## config.mk

```make
export PLATFORM = sky130hd
export DESIGN_NAME = video_pattern_gen
export DESIGN_NICKNAME = d
export VERILOG_FILES = /design/src/rtl/video_pattern_gen.sv
export SDC_FILE = /design/constraint.sdc
export NUM_CORES = 1
export LEC_CHECK = 0
export CAP_MARGIN = 20
export CORE_MARGIN = 5
export CORE_UTILIZATION = 45
export DETAILED_ROUTE_END_ITERATION = 16
export GPL_ROUTABILITY_DRIVEN = 0
export PLACE_DENSITY = 0.65
export REMOVE_ABC_BUFFERS = 1
export SLEW_MARGIN = 15
export SYNTH_ARGS = -nofsm -noshare
export SYNTH_HDL_FRONTEND = slang
export SYNTH_SLANG_ARGS = --single-unit
```

## constraint.sdc

```tcl
create_clock -name clock -period 2.6 [get_ports clock]
set_input_delay 0.26 -clock clock [delete_from_list [all_inputs] [get_ports clock]]
set_output_delay 0.26 -clock clock [all_outputs]
set_load 0.005 [all_outputs]
```

## src/rtl/video_pattern_gen.sv

```systemverilog
// video_pattern_gen
//   Free-running video timing generator with built-in test patterns.
//   Produces vs/hs/de plus 8-bit RGB on the processing-chain stream interface.
//   The pattern select and enable are latched at the vsync leading edge, which
//   is v = V_ACTIVE+V_FP, h = 0.
//
// Ports
//   clock          in   pixel clock (only clock)
//   reset          in   synchronous, active-high reset
//   enable_i       in   0 = black frame, timing keeps running (latched per frame)
//   pattern_i[7:0] in   0 bars, 1 grey ramp, 2 checkerboard, 3 flat grey, else black
//   vs_o           out  vertical sync (polarity set by SYNC_POL)
//   hs_o           out  horizontal sync (polarity set by SYNC_POL)
//   de_o           out  data enable
//   rgb_r_o/g/b    out  pixel data, 0 outside de
//   frame_start_o  out  one-clock pulse on the first active pixel of a frame
//
// Build option
//   PATTERN_GEN_SCROLL_EN  adds an 8-bit per-frame offset to x for the ramp
//                          and checkerboard patterns (horizontal scroll).

module video_pattern_gen #(
    parameter int unsigned H_ACTIVE = 1280,
    parameter int unsigned H_FP     = 110,
    parameter int unsigned H_SYNC   = 40,
    parameter int unsigned H_BP     = 220,
    parameter int unsigned V_ACTIVE = 720,
    parameter int unsigned V_FP     = 5,
    parameter int unsigned V_SYNC   = 5,
    parameter int unsigned V_BP     = 20,
    parameter logic        SYNC_POL = 1'b1
) (
    input  logic       clock,
    input  logic       reset,
    input  logic       enable_i,
    input  logic [7:0] pattern_i,
    output logic       vs_o,
    output logic       hs_o,
    output logic       de_o,
    output logic [7:0] rgb_r_o,
    output logic [7:0] rgb_g_o,
    output logic [7:0] rgb_b_o,
    output logic       frame_start_o
);

    localparam int unsigned H_TOTAL = H_ACTIVE + H_FP + H_SYNC + H_BP;
    localparam int unsigned V_TOTAL = V_ACTIVE + V_FP + V_SYNC + V_BP;
    localparam int unsigned HW      = $clog2(H_TOTAL);
    localparam int unsigned VW      = $clog2(V_TOTAL);
    localparam int unsigned BAR_W   = H_ACTIVE / 8;
    localparam int unsigned HS_BEG  = H_ACTIVE + H_FP;
    localparam int unsigned HS_END  = HS_BEG + H_SYNC;
    localparam int unsigned VS_BEG  = V_ACTIVE + V_FP;
    localparam int unsigned VS_END  = VS_BEG + V_SYNC;

    logic [HW-1:0] h_q, h_d;
    logic [VW-1:0] v_q, v_d;
    logic [HW-1:0] px_q, px_d;
    logic [2:0]    bar_q, bar_d;
    logic [7:0]    pattern_q, pattern_d;
    logic          en_q, en_d;
`ifdef PATTERN_GEN_SCROLL_EN
    logic [7:0]    offset_q, offset_d;
`endif

    logic          de_q, hs_q, vs_q, fs_q;
    logic [7:0]    r_q, g_q, b_q;

    logic [31:0]   h_ext, v_ext;
    logic          h_wrap, latch;
    logic          de_c, hs_c, vs_c, fs_c;
    logic [7:0]    x_s;
    logic [7:0]    pix_r, pix_g, pix_b;

    always_comb begin
        h_ext  = 32'(h_q);
        v_ext  = 32'(v_q);
        h_wrap = (h_ext == H_TOTAL - 1);
        latch  = (v_ext == VS_BEG) && (h_ext == 0);

        h_d = h_wrap ? '0 : h_q + 1'b1;
        v_d = v_q;
        if (h_wrap) begin
            v_d = (v_ext == V_TOTAL - 1) ? '0 : v_q + 1'b1;
        end

        // Bar position tracked by counters rather than a divider; the bar
        // counter saturates so the last bar absorbs any H_ACTIVE remainder.
        px_d  = px_q + 1'b1;
        bar_d = bar_q;
        if (h_wrap) begin
            px_d  = '0;
            bar_d = '0;
        end else if (32'(px_q) == BAR_W - 1) begin
            px_d  = '0;
            bar_d = (bar_q == 3'd7) ? 3'd7 : bar_q + 3'd1;
        end

        pattern_d = latch ? pattern_i : pattern_q;
        en_d      = latch ? enable_i  : en_q;
`ifdef PATTERN_GEN_SCROLL_EN
        offset_d  = latch ? offset_q + 8'd1 : offset_q;
        x_s       = h_ext[7:0] + offset_q;
`else
        x_s       = h_ext[7:0];
`endif

        de_c = (h_ext < H_ACTIVE) && (v_ext < V_ACTIVE);
        hs_c = (h_ext >= HS_BEG) && (h_ext < HS_END);
        vs_c = (v_ext >= VS_BEG) && (v_ext < VS_END);
        fs_c = (h_ext == 0) && (v_ext == 0);

        pix_r = '0;
        pix_g = '0;
        pix_b = '0;
        if (de_c && en_q) begin
            case (pattern_q)
                8'd0: begin
                    // white, yellow, cyan, green, magenta, red, blue, black
                    pix_r = {8{~bar_q[1]}};
                    pix_g = {8{~bar_q[2]}};
                    pix_b = {8{~bar_q[0]}};
                end
                8'd1: begin
                    pix_r = x_s;
                    pix_g = x_s;
                    pix_b = x_s;
                end
                8'd2: begin
                    pix_r = {8{x_s[5] ^ v_ext[5]}};
                    pix_g = {8{x_s[5] ^ v_ext[5]}};
                    pix_b = {8{x_s[5] ^ v_ext[5]}};
                end
                8'd3: begin
                    pix_r = 8'h80;
                    pix_g = 8'h80;
                    pix_b = 8'h80;
                end
                default: begin
                    pix_r = '0;
                    pix_g = '0;
                    pix_b = '0;
                end
            endcase
        end
    end

    always_ff @(posedge clock) begin
        if (reset) begin
            h_q       <= '0;
            v_q       <= '0;
            px_q      <= '0;
            bar_q     <= '0;
            pattern_q <= '0;
            en_q      <= 1'b1;
`ifdef PATTERN_GEN_SCROLL_EN
            offset_q  <= '0;
`endif
            de_q      <= 1'b0;
            hs_q      <= ~SYNC_POL;
            vs_q      <= ~SYNC_POL;
            fs_q      <= 1'b0;
            r_q       <= '0;
            g_q       <= '0;
            b_q       <= '0;
        end else begin
            h_q       <= h_d;
            v_q       <= v_d;
            px_q      <= px_d;
            bar_q     <= bar_d;
            pattern_q <= pattern_d;
            en_q      <= en_d;
`ifdef PATTERN_GEN_SCROLL_EN
            offset_q  <= offset_d;
`endif
            de_q      <= de_c;
            hs_q      <= hs_c ? SYNC_POL : ~SYNC_POL;
            vs_q      <= vs_c ? SYNC_POL : ~SYNC_POL;
            fs_q      <= fs_c;
            r_q       <= pix_r;
            g_q       <= pix_g;
            b_q       <= pix_b;
        end
    end

    assign de_o          = de_q;
    assign hs_o          = hs_q;
    assign vs_o          = vs_q;
    assign frame_start_o = fs_q;
    assign rgb_r_o       = r_q;
    assign rgb_g_o       = g_q;
    assign rgb_b_o       = b_q;

endmodule
```

After elaboration in Yosys (flattened, before gate mapping)
Index checks and enable logic that the tools add are counted.
- register bits after elaboration: 72
- bits of input ports: 11
- output and inout bits: 28
- logic and storage cells: 55
- $add $sub $neg: 4
- $lt $le $gt $ge: 6
- equal/unequal tests: 8
- muxes and demuxes: 7
- bitwise logic cells: 5
- reductions and logical operators: 12
- operators with widths (kind ; number):
    8-bit one-hot mux with 4 select lines ; 3
    11-bit by 1-bit adder with 11-bit output (second input constant) ; 2
    11-bit less-than comparator (second input constant) ; 2
    10-bit equality test (second input constant) ; 2
    10-bit less-than comparator (second input constant) ; 2
    8-bit by 2-bit equality test with 1-bit output (second input constant) ; 2
    11-bit equality test (second input constant) ; 1
    11-bit by 8-bit equality test with 1-bit output (second input constant) ; 1
    11-bit greater-or-equal comparator (second input constant) ; 1
    11-bit zero test ; 1
    10-bit by 1-bit adder with 10-bit output (second input constant) ; 1
    10-bit greater-or-equal comparator (second input constant) ; 1
    10-bit zero test ; 1
    10-bit two-way mux ; 1
    8-bit by 1-bit equality test with 1-bit output (second input constant) ; 1
    8-bit zero test ; 1
    1-bit logical AND ; 6
    1-bit inverter ; 4
    2-bit OR reduction ; 2
    3-bit by 1-bit adder with 3-bit output (second input constant) ; 1
    3-bit equality test (second input constant) ; 1
    3-bit two-way mux ; 1
    3-bit OR reduction ; 1
    1-bit two-way mux ; 2
    1-bit XOR ; 1

Logic depth before layout (Yosys ltp)
- depth in word-level cells: 5
- mapped depth: 7
- depth with buffers taken out: 6

Least setup slack after synthesis
No wires, ideal clock.
- kind: flip-flop to flip-flop
- start point: register v_q[1]
- end point: register v_q[6]
- setup time: 0.091 ns
- arrival time: 1.532 ns
- data required time: 2.509 ns
- slack: 0.977 ns
- cell stages (with the launch flop): 8
- buffers on the path: 1
- clock period less this slack: 1.623 ns
- cell sequence: dfxtp_1 > inv_1 > ha_1 > and3b_1 > clkbuf_1 > and2_1 > or2_0 > a311oi_1
- word-level cells in the longest chain between the ends: 2
- elaborated cells on any way between the ends: 3
- classes of those cells: add/sub (1); eq/ne (1); mux (1)
- ends and longest elaborated chain (what ; RTL line ; source):
    start: declaration ; 57 ; logic [VW-1:0] v_q, v_d;
    start signal: assignment ; 168 ; v_q <= v_d;
    10-bit by 1-bit adder with 10-bit output / 10-bit equality test (equally long branches) ; 84 ; v_d = (v_ext == V_TOTAL - 1) ? '0 : v_q + 1'b1;
    10-bit two-way mux * ; 84 ;
Mark *: on every way between the ends. The rest lies on a longest branch, timed or not.
A chain may end at the register's enable or synchronous reset.

Worst setup path in the final report
- start point: register h_q[1]
- end point: register bar_q[1]
- word-level cells in the longest chain between the ends: 2
- ends and longest elaborated chain (what ; RTL line ; source):
    start: declaration ; 56 ; logic [HW-1:0] h_q, h_d;
    start signal: assignment ; 150 ; h_q <= '0;
    start signal: assignment ; 167 ; h_q <= h_d;
    11-bit equality test ; 78 ; h_wrap = (h_ext == H_TOTAL - 1);
    2-bit OR reduction (no source line) ; - ;
    end signal: assignment ; 170 ; bar_q <= bar_d;
    end: declaration ; 59 ; logic [2:0] bar_q, bar_d;
No other way between the ends.

==> impl_metrics.tcl <==
set metrics [dict create \
    port_buffers 38 \
    cp_slowest_cell "dfxtp_1" \
    cts_sinks 72 \
    area_delta_synth_final_pct 20.7 \
    grt_pass1_vias 2444 \
    cap_violations 0 \
    worstSetupPathDepth 6 \
    hold_class "reg2reg" \
    cts_resized 0 \
    synth_top_cells_by_area "dfxtp_1 46%, a21oi_1 6.2%, nand3_1 4.0%, nor2_1 3.7%, ha_1 3.6%" \
    drive_gt1_share_pct 7.83 \
    max_freq_ghz 0.518 \
    r2r_slack_ns 0.67 \
    final-hold-violation-count 0 \
    die_h_um 93.4 \
    slowest_delay_ns 0.43 \
    final.setup_skew_ns 0.00719 \
    power_density_nw_per_um2 595 \
    cts_tree "built" \
    start_util_pct 46.0 \
    antenna_found_initial 0 \
    critPathBufInv 1 \
    vias 2593 \
    routedWlPerCell_um 14.1 \
    overflow 0 \
    avgSynthCellArea_um2 9.01 \
    ff2ff_path_depth 6 \
    antenna_left 0 \
    end_kind "flip-flop" \
    dp_hpwl_um 4800 \
    relSlewSlack_pct 62.7 \
    viasPerCell 5.41 \
    cp_top_family "simple AND/OR/NAND/NOR gates" \
    ys_ff_latch 72 \
    grt_max_degree 25 \
    worst_hold_slack_ns 0.458 \
    hold_buffers 0 \
    cts_made_buffers 9 \
    worstReg2RegEnd "bar_q[1]$_SDFFE_PP0N_" \
    setup_violations 0 \
    power.total_mw 2.25 \
    nNetsFinal 399 \
    crit_arrival_ns 2.19 \
    rows 30 \
    clk_latency_ns 0.34 \
    ys_types 51 \
    synth_top_area_share_pct 46.1 \
    cp-start-kind "flip-flop" \
    r2r-start "h_q[1]$_SDFF_PP0_" \
    critPathKind "reg2reg" \
    clk_pin_slew_ns 0.07 \
    synth_edf_count 0 \
    drt-initial-drc-count 137 \
    yosysTopAreaCell "dfxtp_1" \
    ys_seq_area_share_pct 46.1 \
    grt_usage_pct 16.8 \
    peakVddDrop_v 0.000386 \
    core_area_um2 6790 \
    yosys_warnings 0 \
    worstSetupEndpoint "bar_q[1]$_SDFFE_PP0N_" \
    clock-root-buffer "clkbuf_8" \
    crit_chain "inv_1 > ha_1 > and4_1 > nand3_1 > nand2_1 > a211oi_1" \
    grt_pass1_wl_um 11700 \
    fin_crit_ns 1.93 \
    postCtsSetupBuffers 0 \
    tns_ns 0 \
    layout_common_cells "72 x dfxtp_1, 39 x a21oi_1, 38 x clkdlybuf4s50_1, 31 x nor2_1, 25 x nand3_1" \
    rsz0062_at_grt "false" \
    synthCells 347 \
    status "completed" \
    dieArea_um2 8720 \
    drc 0 \
    syn_area_um2 3130 \
    htreeDepth 3 \
    dp_slack_ns 0.694 \
    antenna_cells 0 \
    drtPass1Iterations 4 \
    pin_count 39 \
    leakage_nw 1.36 \
    async_flop_share_pct 0 \
    cp_max_fo 13 \
    period_share_pct 74.2 \
    die_w_um 93.4 \
    tightest_slew_ns 0.559 \
    crit_required_ns 2.86 \
    synth_ff_type "dfxtp_1" \
    wl_um 6760 \
    clock_path_buffers 2 \
    worst_slack_ns 0.670 \
    final_common_cell "dfxtp_1" \
    crit_start "h_q[1]$_SDFF_PP0_" \
    drv_slew 0 \
]
-- worst min-delay path by stage --
stage / start / endpoint / slack, ns / cells past startpoint
2_1_floorplan: reset / pattern_q[0]$_SDFFE_PP0P_ / 0.33 / 1
3_3_place_gp: px_q[0]$_SDFF_PP0_ / px_q[0]$_SDFF_PP0_ / 0.44 / 1
3_5_place_dp: px_q[0]$_SDFF_PP0_ / px_q[0]$_SDFF_PP0_ / 0.45 / 1
4_1_cts: px_q[0]$_SDFF_PP0_ / px_q[0]$_SDFF_PP0_ / 0.46 / 1
5_1_grt: pattern_i[0] / pattern_q[0]$_SDFFE_PP0P_ / 0.49 / 3
6_report: px_q[0]$_SDFF_PP0_ / px_q[0]$_SDFF_PP0_ / 0.46 / 1
-- synthesized netlist by cell type (2+ instances only) --
| library cell | instances |
|---|---|
| o21ai_2 | 3 |
| xnor2_1 | 8 |
| a21oi_1 | 39 |
| and3b_1 | 2 |
| nand3_1 | 25 |
| buf_2 | 9 |
| and3_1 | 7 |
| nor2_1 | 31 |
| nand4_1 | 8 |
| nor3_1 | 3 |
| nand2_1 | 18 |
| xor2_1 | 12 |
| clkbuf_1 | 8 |
| a211oi_1 | 5 |
| or2_2 | 2 |
| inv_1 | 14 |
| o21ba_2 | 3 |
| dfxtp_1 | 72 |
| ha_1 | 9 |
| o21ai_0 | 16 |
| nand3b_1 | 2 |
| and2_1 | 5 |
| a31oi_1 | 2 |
| nand4b_1 | 3 |
| nor4_1 | 6 |
| nor4b_1 | 2 |
| and4_1 | 7 |
| or4_1 | 3 |
-- registers in the layout (all words and copies together), names as in the netlist --
name and flops:
v_q 10, vs_o 1, rgb_g_o 8, h_q 11, rgb_r_o 8, bar_q 3
frame_start_o 1, rgb_b_o 8, hs_o 1, de_o 1, en_q 1, pattern_q 8
px_q 11
-- power breakdown --
group	total, mW	switching [mW]	internal, mW
clock	0.962	0.401	0.561
sequential	1.15	0.0176	1.13
combinational	0.134	0.0609	0.0734
total	2.25	0.480	1.77
-- metal layers --
layer | part of all wire, % | track usage, %
met3 | 5.1 | 4.91
met5 | 0 | 0
met2 | 47 | 26.3
met4 | 1.4 | 5.74
met1 | 47 | 22.0
-- layout make-up --
class | instances | area, um^2
Clock buffer | 10 | 138
Clock inverter | 5 | 81.3
Fill cell | 640 | 3020
Inverter | 14 | 52.6
Multi-Input combinational cell | 242 | 1550
Sequential cell | 72 | 1440
Tap cell | 96 | 120
Timing Repair Buffer | 40 | 395
-- cell families (layout without fill, tap and decap cells) --
kind of cell | Yosys count | after routing | synth area share [%]
buffers and inverters | 33 | 69 | 4.44
adders and majority gates | 9 | 9 | 3.60
xor gates and xnor gates | 20 | 20 | 5.60
AOI/OAI and AO/OA | 81 | 81 | 16.4
DFF | 72 | 72 | 46.1
and+or+nand+nor | 131 | 131 | 23.5
muxes | 1 | 1 | 0.320
-- per-stage QoR --
step           std cells  cell area [um^2]  util, %
2_1_floorplan        328              3040        -
3_3_place_gp         464              3560     52.3
3_5_place_dp         464              3560     52.3
4_1_cts              479              3770     55.6
5_1_grt              479              3770     55.6
6_report             479              3770     55.6
Note: power is estimated with default switching activity, not from simulation.
